**config.mk**
```make
export PLATFORM = sky130hd
export DESIGN_NAME = matmul_addr_gen
export DESIGN_NICKNAME = d
export VERILOG_FILES = /design/src/rtl/matmul_addr_gen.sv
export SDC_FILE = /design/constraint.sdc
export NUM_CORES = 1
export LEC_CHECK = 0
export BUFFER_PORTS_ARGS = -buffer_cell sky130_fd_sc_hd__buf_2
export CAP_MARGIN = 20
export CORE_MARGIN = 2
export CORE_UTILIZATION = 45
export CTS_BUF_LIST = sky130_fd_sc_hd__clkbuf_8 sky130_fd_sc_hd__clkbuf_16
export DETAILED_ROUTE_END_ITERATION = 8
export GPL_ROUTABILITY_DRIVEN = 1
export PLACE_DENSITY = 0.65
export SLEW_MARGIN = 20
export SYNTH_ARGS = -nofsm -noshare
export SYNTH_HDL_FRONTEND = slang
export SYNTH_SLANG_ARGS = --single-unit
```
**constraint.sdc**
```tcl
create_clock -name clk -period 3.6 [get_ports clk]
set_clock_uncertainty 0.05 [all_clocks]
set_input_delay 1.08 -clock clk [delete_from_list [all_inputs] [get_ports clk]]
set_output_delay 1.08 -clock clk [all_outputs]
set_load 0.01 [all_outputs]
```
**src/rtl/matmul_addr_gen.sv**
```systemverilog
// matmul_addr_gen: operand-address generator for C = A x B.
// Walks the i/j/k loop nest (k innermost) after a start pulse and emits one
// fetch request (A, B, C byte addresses plus k markers) per multiply-accumulate
// over a valid/ready stream. Addresses are produced incrementally from row-base
// and column-base registers, so there are no multipliers.
// Optional feature: define MATMUL_AGEN_PERF_EN to build the busy-cycle and
// stall-cycle performance counters; otherwise both counter ports read 0.
module matmul_addr_gen #(
   parameter int ADDR_WIDTH = 32,
   parameter int DIM_WIDTH  = 16
) (
   input  logic                  clk,
   input  logic                  rst_n,
   input  logic                  accel_start,
   input  logic                  accel_reset,
   input  logic [ADDR_WIDTH-1:0] matrix_a_addr,
   input  logic [ADDR_WIDTH-1:0] matrix_b_addr,
   input  logic [ADDR_WIDTH-1:0] matrix_c_addr,
   input  logic [DIM_WIDTH-1:0]  m_dim,
   input  logic [DIM_WIDTH-1:0]  k_dim,
   input  logic [DIM_WIDTH-1:0]  n_dim,
   input  logic [7:0]            data_type,
   input  logic [DIM_WIDTH-1:0]  stride_a,
   input  logic [DIM_WIDTH-1:0]  stride_b,
   input  logic [DIM_WIDTH-1:0]  stride_c,
   output logic                  req_valid,
   input  logic                  req_ready,
   output logic [ADDR_WIDTH-1:0] req_addr_a,
   output logic [ADDR_WIDTH-1:0] req_addr_b,
   output logic [ADDR_WIDTH-1:0] req_addr_c,
   output logic                  req_first_k,
   output logic                  req_last_k,
   output logic                  req_final,
   output logic                  accel_busy,
   output logic                  accel_done,
   output logic                  accel_error,
   output logic [31:0]           perf_cycles,
   output logic [31:0]           perf_stalls
);

   typedef enum logic [1:0] {
      ST_IDLE = 2'd0,
      ST_RUN  = 2'd1,
      ST_DONE = 2'd2
   } state_t;

   localparam logic [DIM_WIDTH-1:0]  DIM_ONE  = DIM_WIDTH'(1);
   localparam logic [ADDR_WIDTH-1:0] ADDR_ONE = ADDR_WIDTH'(1);
   localparam int                    PAD_W    = ADDR_WIDTH - DIM_WIDTH;

   state_t                  r_state;
   state_t                  w_nextState;

   logic [DIM_WIDTH-1:0]    r_i;
   logic [DIM_WIDTH-1:0]    r_j;
   logic [DIM_WIDTH-1:0]    r_k;
   logic [DIM_WIDTH-1:0]    r_mLast;
   logic [DIM_WIDTH-1:0]    r_kLast;
   logic [DIM_WIDTH-1:0]    r_nLast;

   logic [ADDR_WIDTH-1:0]   r_baseB;
   logic [ADDR_WIDTH-1:0]   r_rowA;
   logic [ADDR_WIDTH-1:0]   r_rowC;
   logic [ADDR_WIDTH-1:0]   r_colB;
   logic [ADDR_WIDTH-1:0]   r_addrA;
   logic [ADDR_WIDTH-1:0]   r_addrB;
   logic [ADDR_WIDTH-1:0]   r_addrC;
   logic [ADDR_WIDTH-1:0]   r_elem;
   logic [ADDR_WIDTH-1:0]   r_stepA;
   logic [ADDR_WIDTH-1:0]   r_stepB;
   logic [ADDR_WIDTH-1:0]   r_stepC;

   logic                    r_done;
   logic                    r_error;

   logic                    w_idle;
   logic                    w_run;
   logic                    w_cfgValid;
   logic                    w_startOk;
   logic                    w_startBad;
   logic                    w_fire;
   logic                    w_lastK;
   logic                    w_lastJ;
   logic                    w_lastI;
   logic                    w_final;
   logic [1:0]              w_sh;
   logic [ADDR_WIDTH-1:0]   w_elem;
   logic [ADDR_WIDTH-1:0]   w_stepA;
   logic [ADDR_WIDTH-1:0]   w_stepB;
   logic [ADDR_WIDTH-1:0]   w_stepC;

   assign w_idle     = (r_state == ST_IDLE);
   assign w_run      = (r_state == ST_RUN);
   assign w_cfgValid = (m_dim != '0) && (k_dim != '0) && (n_dim != '0) && (data_type <= 8'd2);
   assign w_startOk  = accel_start && !accel_reset && w_idle && w_cfgValid;
   assign w_startBad = accel_start && !accel_reset && w_idle && !w_cfgValid;
   assign w_fire     = w_run && req_ready;
   assign w_lastK    = (r_k == r_kLast);
   assign w_lastJ    = (r_j == r_nLast);
   assign w_lastI    = (r_i == r_mLast);
   assign w_final    = w_lastK && w_lastJ && w_lastI;

   // Element size and per-row pitches in bytes, derived from the start-time config.
   assign w_sh    = data_type[1:0];
   assign w_elem  = ADDR_ONE << w_sh;
   assign w_stepA = {{PAD_W{1'b0}}, stride_a} << w_sh;
   assign w_stepB = {{PAD_W{1'b0}}, stride_b} << w_sh;
   assign w_stepC = {{PAD_W{1'b0}}, stride_c} << w_sh;

   assign req_valid   = w_run;
   assign accel_busy  = w_run;
   assign req_addr_a  = r_addrA;
   assign req_addr_b  = r_addrB;
   assign req_addr_c  = r_addrC;
   assign req_first_k = w_run && (r_k == '0);
   assign req_last_k  = w_run && w_lastK;
   assign req_final   = w_run && w_final;
   assign accel_done  = r_done;
   assign accel_error = r_error;

   // State register for the IDLE/RUN/DONE controller.
   always_ff @(posedge clk or negedge rst_n) begin
      if (!rst_n) begin
         r_state <= ST_IDLE;
      end else begin
         r_state <= w_nextState;
      end
   end

   // Next-state logic: soft reset wins, a job ends when its final request is taken.
   always_comb begin
      w_nextState = r_state;
      if (accel_reset) begin
         w_nextState = ST_IDLE;
      end else begin
         case (r_state)
            ST_IDLE: if (w_startOk) w_nextState = ST_RUN;
            ST_RUN:  if (w_fire && w_final) w_nextState = ST_DONE;
            ST_DONE: w_nextState = ST_IDLE;
            default: w_nextState = ST_IDLE;
         endcase
      end
   end

   // Loop counters and incremental address registers: latch on start, step on each handshake.
   always_ff @(posedge clk or negedge rst_n) begin
      if (!rst_n) begin
         r_i     <= '0;
         r_j     <= '0;
         r_k     <= '0;
         r_mLast <= '0;
         r_kLast <= '0;
         r_nLast <= '0;
         r_baseB <= '0;
         r_rowA  <= '0;
         r_rowC  <= '0;
         r_colB  <= '0;
         r_addrA <= '0;
         r_addrB <= '0;
         r_addrC <= '0;
         r_elem  <= '0;
         r_stepA <= '0;
         r_stepB <= '0;
         r_stepC <= '0;
      end else if (accel_reset) begin
         r_i     <= '0;
         r_j     <= '0;
         r_k     <= '0;
         r_addrA <= '0;
         r_addrB <= '0;
         r_addrC <= '0;
      end else if (w_startOk) begin
         r_i     <= '0;
         r_j     <= '0;
         r_k     <= '0;
         r_mLast <= m_dim - DIM_ONE;
         r_kLast <= k_dim - DIM_ONE;
         r_nLast <= n_dim - DIM_ONE;
         r_baseB <= matrix_b_addr;
         r_rowA  <= matrix_a_addr;
         r_rowC  <= matrix_c_addr;
         r_colB  <= matrix_b_addr;
         r_addrA <= matrix_a_addr;
         r_addrB <= matrix_b_addr;
         r_addrC <= matrix_c_addr;
         r_elem  <= w_elem;
         r_stepA <= w_stepA;
         r_stepB <= w_stepB;
         r_stepC <= w_stepC;
      end else if (w_fire && !w_final) begin
         if (!w_lastK) begin
            r_k     <= r_k + DIM_ONE;
            r_addrA <= r_addrA + r_elem;
            r_addrB <= r_addrB + r_stepB;
         end else if (!w_lastJ) begin
            r_k     <= '0;
            r_j     <= r_j + DIM_ONE;
            r_colB  <= r_colB + r_elem;
            r_addrB <= r_colB + r_elem;
            r_addrA <= r_rowA;
            r_addrC <= r_addrC + r_elem;
         end else begin
            r_k     <= '0;
            r_j     <= '0;
            r_i     <= r_i + DIM_ONE;
            r_rowA  <= r_rowA + r_stepA;
            r_addrA <= r_rowA + r_stepA;
            r_rowC  <= r_rowC + r_stepC;
            r_addrC <= r_rowC + r_stepC;
            r_colB  <= r_baseB;
            r_addrB <= r_baseB;
         end
      end
   end

   // Sticky done/error flags: set at end of job or on a bad config, cleared by a good start or soft reset.
   always_ff @(posedge clk or negedge rst_n) begin
      if (!rst_n) begin
         r_done  <= 1'b0;
         r_error <= 1'b0;
      end else if (accel_reset || w_startOk) begin
         r_done  <= 1'b0;
         r_error <= 1'b0;
      end else if (w_startBad) begin
         r_done  <= 1'b0;
         r_error <= 1'b1;
      end else if (r_state == ST_DONE) begin
         r_done  <= 1'b1;
      end
   end

`ifdef MATMUL_AGEN_PERF_EN
   logic [31:0] r_perfCycles;
   logic [31:0] r_perfStalls;

   assign perf_cycles = r_perfCycles;
   assign perf_stalls = r_perfStalls;

   // Saturating busy and stall counters, restarted with each job.
   always_ff @(posedge clk or negedge rst_n) begin
      if (!rst_n) begin
         r_perfCycles <= '0;
         r_perfStalls <= '0;
      end else if (accel_reset || w_startOk) begin
         r_perfCycles <= '0;
         r_perfStalls <= '0;
      end else begin
         if (w_run && (r_perfCycles != 32'hFFFF_FFFF)) begin
            r_perfCycles <= r_perfCycles + 32'd1;
         end
         if (w_run && !req_ready && (r_perfStalls != 32'hFFFF_FFFF)) begin
            r_perfStalls <= r_perfStalls + 32'd1;
         end
      end
   end
`else
   assign perf_cycles = '0;
   assign perf_stalls = '0;
`endif

endmodule

```
== Word level (Yosys, flattened, before mapping) ==
Cells that the tools add are included.
Word-level totals
  flip-flop bits (word level): 452
  output and inout bits: 167
  input port bits: 205
Cells by class
  $lt $le $gt $ge: 1
  reduce and logical (&&, ||, !) cells: 38
  shift operators: 4
  equal/unequal tests: 7
  $add $sub $neg: 12
  bitwise logic cells: 1
  mux-type cells: 48
Operator list (count)
  $mux W32: 25
  $mux W16: 14
  $add A32 B32 Y32: 6
  $shl A16 B2 Y32: 3
  $add A16 B1 Y16 const B: 3
  $eq A16 B16 Y1: 3
  $reduce_bool A16 Y1: 3
  $sub A16 B1 Y16 const B: 3
  $shl A1 B2 Y32 const A: 1
  $logic_not A16 Y1: 1
  $logic_and A1 B1 Y1: 15
  $reduce_bool A3 Y1: 4
  $le A8 B2 Y1 const B: 1
  $reduce_bool A2 Y1: 4
  $mux W2: 3
  $ne A3 B2 Y1 const B: 2
  $reduce_and A2 Y1: 3
  $reduce_and A3 Y1: 2
  $mux W1: 5
  $pmux W2 S2: 1
  $reduce_and A4 Y1: 1
  $logic_not A1 Y1: 3
  $eq A2 B1 Y1 const B: 1
  $eq A2 B2 Y1 const B: 1
  other kinds (3): 3

== Longest topological paths before layout ==
Gate-level depths: netlist of run 1.
  depth after elaboration: 8
  mapped depth: 13

== Worst setup path after synthesis of run 1 ==
No wires, ideal clock.
  kind: input to register
  start: in k_dim[10]
  end: reg r_k[13]
  data arrival time: 3307 ps
  buffers on the path: 0
  setup slack: 111 ps
  stages on the path: 9
  setup time: 132 ps
  cells stage by stage: or4_4 -> or4_4 -> nand3b_4 -> a21o_1 -> o2111a_1 -> and3b_4 -> nand3_2 -> xor2_1 -> nor2_1
Between the ends
  word-level cells in the longest chain between the ends: 7
RTL lines
  from (decl): RTL line 20  | input logic [DIM_WIDTH-1:0] k_dim,
  $reduce_bool A16 Y1 (*): RTL line 94  | assign w_cfgValid = (m_dim != '0) && (k_dim != '0) && (n_dim != '0) && (data_type <= 8'd2);
  $logic_and A1 B1 Y1 (*) (3 in series): RTL line 94
  $logic_and A1 B1 Y1 (*): RTL line 95  | assign w_startOk = accel_start && !accel_reset && w_idle && w_cfgValid;
  $mux W16: RTL line 172  | end else if (w_startOk) begin
  $mux W16: RTL line 165  | end else if (accel_reset) begin
  to (signal assigned): RTL line 192  | r_k <= r_k + DIM_ONE;
  to (decl): RTL line 56  | logic [DIM_WIDTH-1:0] r_k;
Mark *: on every way between the ends. The rest lies on a longest branch, timed or not.
A chain may end at the register's enable or synchronous reset.

== Worst setup path after layout of run 1 ==
  start: reg r_j[7]
  end: out req_final
Between the ends
  word-level cells in the longest chain between the ends: 4
RTL lines
  from (decl): RTL line 55  | logic [DIM_WIDTH-1:0] r_j;
  from (signal assigned): RTL line 197  | r_j <= r_j + DIM_ONE;
  $eq A16 B16 Y1: RTL line 99  | assign w_lastJ = (r_j == r_nLast);
  $logic_and A1 B1 Y1 (2 in series): RTL line 101  | assign w_final = w_lastK && w_lastJ && w_lastI;
  $logic_and A1 B1 Y1: RTL line 117  | assign req_final = w_run && w_final;
  to (decl): RTL line 33  | output logic req_final,
Every way passes these cells.

==> impl_metrics.toml, run 1 <==
[logic_synthesis]
synth.most_common_cell = "nand2_1"
synthCells = 3140
synth_seq_cells = 385
synth-edff-count = 0
async_reset_ff_share_pct = 100
yosysWarnings = 0
syn_avg_cell_area_um2 = 8.30
synthDistinctLibCells = 90
syn-cell-area_um2 = 26100
ys_seq_area_share_pct = 37.0
synth.area.top_cells = "dfrtp_1, nand2_1, o21ai_0, xor2_1, a21oi_1"
synth_flop_cell = "dfrtp_1"
yosys-top-cells-count = "nand2_1, dfrtp_1, o21ai_0"
synth.largest_area_cell = "dfrtp_1"
yosys.area.top_type_share_pct = 37.0

[routing]
wire_per_inst_um = 21.1
vias = 25500
drtIter0Drc = 2268
routed_via_density = 5.79
first_pass_iters = 5
ant_nets = 0
drc = 0
routed_wirelength_um = 93200

[setup_path]
cp-startpoint = "r_j[7]$_DFFE_PN0P_"
critical_path_arrival_ns = 2.41
end_kind = "output pin"
crit_type = "reg2out"
cp_max_fo = 5
crit_slowest_cell = "dfrtp_1"
crit_required_ns = 2.47
r2r-start = "r_rowA[0]$_DFFE_PN0P_"
crit_chain = "xor2_1, nor4_1, and4_4, nand3_2, nor2_2, buf_2"
start_kind = "register"
max_stage_delay_ns = 0.44

[pwr]
power_leakage_nw = 15.3
p_int_mw = 8.40
swShare_pct = 31.6
power.density_nw_per_um2 = 389
pwr-share-comb_pct = 22.3
seqPwrFrac_pct = 38.3
switchingPower_mw = 3.88
clkPwrFrac_pct = 39.4
peakVddDrop_mv = 0.399

[min_path]
min_path_type = "in2async"

[floorplan]
rows = 88
die_y_um = 245
core_um2 = 57500
dieArea_um2 = 59800
io-pin-count = 372
die_width_um = 245
start_util_pct = 45.3

[global_routing]
grt_usage_pct = 30.5
antenna_found_initial = 5
first_global_vias = 24000
grt_pass1_wl_um = 142000
grt_overflow = 0
grt_max_degree = 85

[run_status]
status = "complete, no violations"

[place]
gp_congestion = 0.963
place_area_um2 = 30000
port_buffers = 307
dp_hpwl_um = 70800

[cells_and_area]
final_cell_area_um2 = 31600
multi_input_area_um2 = 15400
nNetsFinal = 3896
final_layout_size_suffix_gt1_share_pct = 20.6
areaGrowthSynthToFinish_pct = 21.3
regArea_um2 = 9640
nFillCells = 5467

[cts]
htree_levels = 2
clk_latency_ns = 0.59
cts_buffers = 45
cts_sinks = 385
clkTransAtPathRegs_ns = 0.06
cts_tree = "done"
cts_root_buffer = "clkbuf_16"
clockBufferDepth = 3
ctsHoldBuffers = 0

[sta]
worstMarginPinSlew_ns = 0.907
rsz0062_at_grt = "yes"
hold_viol = 0
drv_slew = 0
clock.fmax_ghz = 0.283
final.min_clock_period_ns = 3.54
whs_ns = 0.396
min_period_over_period_pct = 98.3
maxSlewHeadroom_pct = 39.6
finalSetupViolations = 0

[job]
drv_cap = 0
-- critical path: cells and delay by family, from the launching register on --
| kind | cells | cell delay (ns) |
|---|---|---|
| AND/OR/NAND/NOR | 4 | 1.02 |
| XOR/XNOR | 1 | 0.19 |
| flip-flops | 1 | 0.44 |
| buffers and inverters | 1 | 0.16 |
-- per-layer routing --
layer  vias to the layer above  GRT usage, %  wire length, um
li1                      12000             -                -
met1                     12200          43.3            40500
met2                      1110          46.4            41200
met3                       194          5.01             7860
met4                         6          11.8             3640
met5                         -             0               31
-- cell families (layout without fill, tap and decap cells) --
group,count (synthesis),count (layout),share of synthesized area (%)
simple gates,1194,1194,21.0
other cells,1,67,0.0144
xor+xnor,250,250,8.40
mux,77,77,3.46
fa+ha+maj,85,85,4.25
compound gates,875,875,20.6
buf+inv,273,711,5.26
flops,385,385,37.0
-- metrics by stage --
stage / instances / worst slack, ns / TNS [ns] / util [%] / total power [mW]
after global placement: 4321 / -0.340 / -33.50 / 52.1 / 7.42
after detailed placement: 4321 / -0.363 / -35.98 / 52.1 / 7.42
after CTS: 4404 / 0.0496 / 0 / 54.9 / 12.3
after floorplan: 3203 / 0.111 / 0 / - / 6.24
after global routing: 4407 / -0.00236 / -0.00236 / 55.0 / 12.7
final: 4409 / 0.0623 / 0 / 55.0 / 12.3
-- power groups by stage --
stage | logic (mW) | registers [mW] | clock network [mW]
final | 2.74 | 4.71 | 4.84
after global routing | 2.95 | 4.73 | 5.06
after CTS | 2.68 | 4.70 | 4.88
after detailed placement | 2.64 | 4.78 | 0
after global placement | 2.64 | 4.78 | 0
after floorplan | 1.51 | 4.72 | 0
-- cells in the final DEF, fill, tap and decap left out, types with 47 or more instances in the layout --
| master | count |
|---|---|
| mux2i_1 | 53 |
| a21oi_1 | 218 |
| inv_1 | 50 |
| clkbuf_16 | 47 |
| dfrtp_1 | 383 |
| nor3_1 | 56 |
| nand3_1 | 118 |
| nor2_1 | 261 |
| nand2_1 | 514 |
| buf_4 | 262 |
| buf_2 | 305 |
| o21ai_0 | 284 |
| xor2_1 | 129 |
| conb_1 | 64 |
| ha_1 | 79 |
| xnor2_1 | 121 |
-- worst paths after layout --
kind	to	slack (ns)	cells past startpoint
worst min register to register	r_stepB[17]$_DFFE_PN0P_	0.42	2
worst max register to register	req_addr_a[22]$_DFFE_PN0P_	0.20	12
worst max-delay path	req_final	0.06	6
min in group clk	r_stepB[17]$_DFFE_PN0P_	0.42	2
max in group asynchronous	r_stepA[7]$_DFFE_PN0P_	2.16	3
worst min-delay path	r_rowC[26]$_DFFE_PN0P_	0.40	1
-- cell type report --
class | instances | area share, %
Antenna cell | 3 | 0.0238
Clock buffer | 51 | 3.90
Clock inverter | 31 | 0.942
Inverter | 42 | 0.499
Multi-Input combinational cell | 2545 | 48.8
Sequential cell | 385 | 30.5
Tap cell | 765 | 3.03
Timing Repair Buffer | 587 | 12.3
-- sequential cells by signal, indices dropped and copies added, names as in the netlist --
register / count
r_stepB: 19
r_k: 16
r_nLast: 16
r_i: 16
r_rowC: 32
r_elem: 4
r_mLast: 16
r_state: 2
req_addr_c: 32
r_j: 16
r_colB: 32
r_kLast: 16
req_addr_b: 32
req_addr_a: 32
r_baseB: 32
accel_error: 1
r_rowA: 32
accel_done: 1
r_stepC: 19
r_stepA: 19
-- repair_timing --
action	in CTS	in global routing
pin swaps	3	3
endpoints found under the setup margin	2	8
setup buffers	1	2
gates resized for setup	10	6
No activity file was read; power rests on OpenSTA's default activity.
==> run 2, diff against run 1 <==
Settings changed: CORE_MARGIN 2 to not set.
==> run 2 against run 1 <==
Clock power hardly changed. Clock-buffer cell count up 5. Global-route usage increased by 1.5 points. Critical path depth did not move. Die area is 1.6% lower. Fmax fell by 0.23%. Via count increased by 1.3%. First-iteration DRC count increased by 17%. Largest cell class unchanged.
==> impl_metrics.toml, run 2 (synthesized netlist as in run 1, its figures left out) <==
[run_status]
status = "complete, no violations"

[global_routing]
grt_pass1_wl_um = 146000
antenna_found_initial = 6
grt_max_degree = 85
first_global_vias = 24500
grt_usage_pct = 31.9
grt_overflow = 0

[min_path]
holdPathEnd = "r_stepB[12]$_DFFE_PN0P_"
whs_path_depth = 2
min_path_type = "reg2reg"
hold_start = "r_stepB[12]$_DFFE_PN0P_"

[sta]
rsz0062_at_grt = "yes"
maxSlewHeadroom_pct = 23.1
worstMarginPinSlew_ns = 1.14
clock.fmax_ghz = 0.282
whs_ns = 0.425
min_period_over_period_pct = 98.5
hold_viol = 0
drv_slew = 0
setup_ws_ns = 0.0541
final.min_clock_period_ns = 3.55
finalSetupViolations = 0

[cells_and_area]
final_cell_area_um2 = 31900
nFillCells = 5394
areaGrowthSynthToFinish_pct = 22.3
layout_commonest_cell = "nand2_1"
fin_cells = 4400
final_cell_mix = "nand2_1, dfrtp_1, buf_2, o21ai_0, nor2_1"
final_layout_size_suffix_gt1_share_pct = 20.6
nNetsFinal = 3899

[routing]
drc = 0
routed_wirelength_um = 96300
routed_via_density = 5.88
ant_nets = 0
wire_per_inst_um = 21.9
drtIter0Drc = 2650
vias = 25900
first_pass_iters = 5

[pwr]
power.density_nw_per_um2 = 390
switchingPower_mw = 3.97
peakVddDrop_mv = 0.327
clkPwrFrac_pct = 39.2
seqPwrFrac_pct = 37.9
swShare_pct = 32.0
pwr-share-comb_pct = 22.9
p_int_mw = 8.45
power_leakage_nw = 15.4

[setup_path]
crit_required_ns = 2.47
cp_max_fo = 6
max_stage_delay_ns = 0.47
cp_num_buf_inv = 1
worst_r2r_endpoint = "req_addr_a[21]$_DFFE_PN0P_"
worstRegToRegCells = 10
crit_chain = "xnor2_1, nand4_1, nor4_4, nand3_2, nor2_4, buf_2"
start_kind = "register"
r2r_slack_ns = 0.19
crit_type = "reg2out"
end_kind = "output pin"
crit_slowest_cell = "nor4_4"
crit_family = "simple AND/OR/NAND/NOR gates"
r2r-start = "r_elem[2]$_DFFE_PN0P_"
critical_path_arrival_ns = 2.42

[floorplan]
rows = 87
dieArea_um2 = 58900
die_y_um = 243
io-pin-count = 372
die_width_um = 243
core_um2 = 56800
start_util_pct = 45.9

[place]
place_area_um2 = 30200
dp_hpwl_um = 73400
dp_slack_ns = -0.428
gp_congestion = 0.965
placedCellCount = 4315
port_buffers = 307

[cts]
htree_levels = 2
cts_sinks = 385
cts_root_buffer = "clkbuf_16"
clkTransAtPathRegs_ns = 0.06
cts_buffers = 45
clockBufferDepth = 3
clk_latency_ns = 0.60
cts_tree = "done"

[job]
drv_cap = 0
run 2: routing by layer:
metal  GRT usage (%)  vias to the layer above  wire length [um]
met5               0                        -                81
met1            44.0                    12400             40500
met4            12.4                       12              3680
met2            49.4                     1248             42700
met3            6.34                      208              9300
li1                -                    12000                 -
run 2: timing repair:
action                                  4_1_cts  5_1_grt
buffers inserted                              2        0
pin swaps                                     4        2
hold buffers                                  0        0
endpoints found under the setup margin        2        9
gates resized for setup                       6        8
run 2: worst max-delay path by stage:
| stage | startpoint | endpoint | slack (ns) | cells past startpoint |
|---|---|---|---|---|
| 5_1_grt | r_i[11]$_DFFE_PN0P_ | req_final | -0.02 | 6 |
| 4_1_cts | r_i[0]$_DFFE_PN0P_ | req_final | 0.001 | 6 |
| 3_3_place_gp | accel_reset | req_addr_a[22]$_DFFE_PN0P_ | -0.41 | 12 |
| 3_5_place_dp | accel_reset | req_addr_a[27]$_DFFE_PN0P_ | -0.43 | 12 |
| 6_report | r_i[11]$_DFFE_PN0P_ | req_final | 0.05 | 6 |
| 2_1_floorplan | k_dim[10] | r_k[13]$_DFFE_PN0P_ | 0.11 | 9 |
run 2: worst register-to-register path, stage by stage, from the launching register on:
cell	delay, ns
dfrtp_1	0.54
ha_1	0.44
o21ai_0	0.10
nor2_1	0.15
nor2_1	0.14
nor4_1	0.99
nand3_1	0.23
xnor2_1	0.27
a21oi_1	0.11
o22ai_1	0.16
o211a_1	0.16
run 2: per-stage QoR:
stage	power (mW)	setup TNS, ns	utilization (%)
CTS	12.4	0	56.0
detailed placement	7.53	-28.38	53.2
global route	12.8	-0.0201	56.1
global placement	7.52	-21.77	53.2
finish	12.4	0	56.1
floorplan	6.24	0	-
run 2: power by group through the flow:
stage          registers (mW)  logic, mW  clock network, mW
2_1_floorplan            4.72       1.51                  0
3_3_place_gp             4.78       2.74                  0
3_5_place_dp             4.78       2.75                  0
4_1_cts                  4.71       2.78               4.91
5_1_grt                  4.73       3.03               5.07
6_report                 4.71       2.84               4.87
run 2: layout make-up:
type,instances,area [um^2],share of cell area (%)
multi-input combinational,2545,15400,48.4
clock buffer,56,1280,4.01
antenna,2,5.00,0.0157
inverter,42,158,0.495
clock inverter,24,272,0.852
sequential,385,9640,30.2
timing repair buffer,590,4160,13.0
tap,756,946,2.97
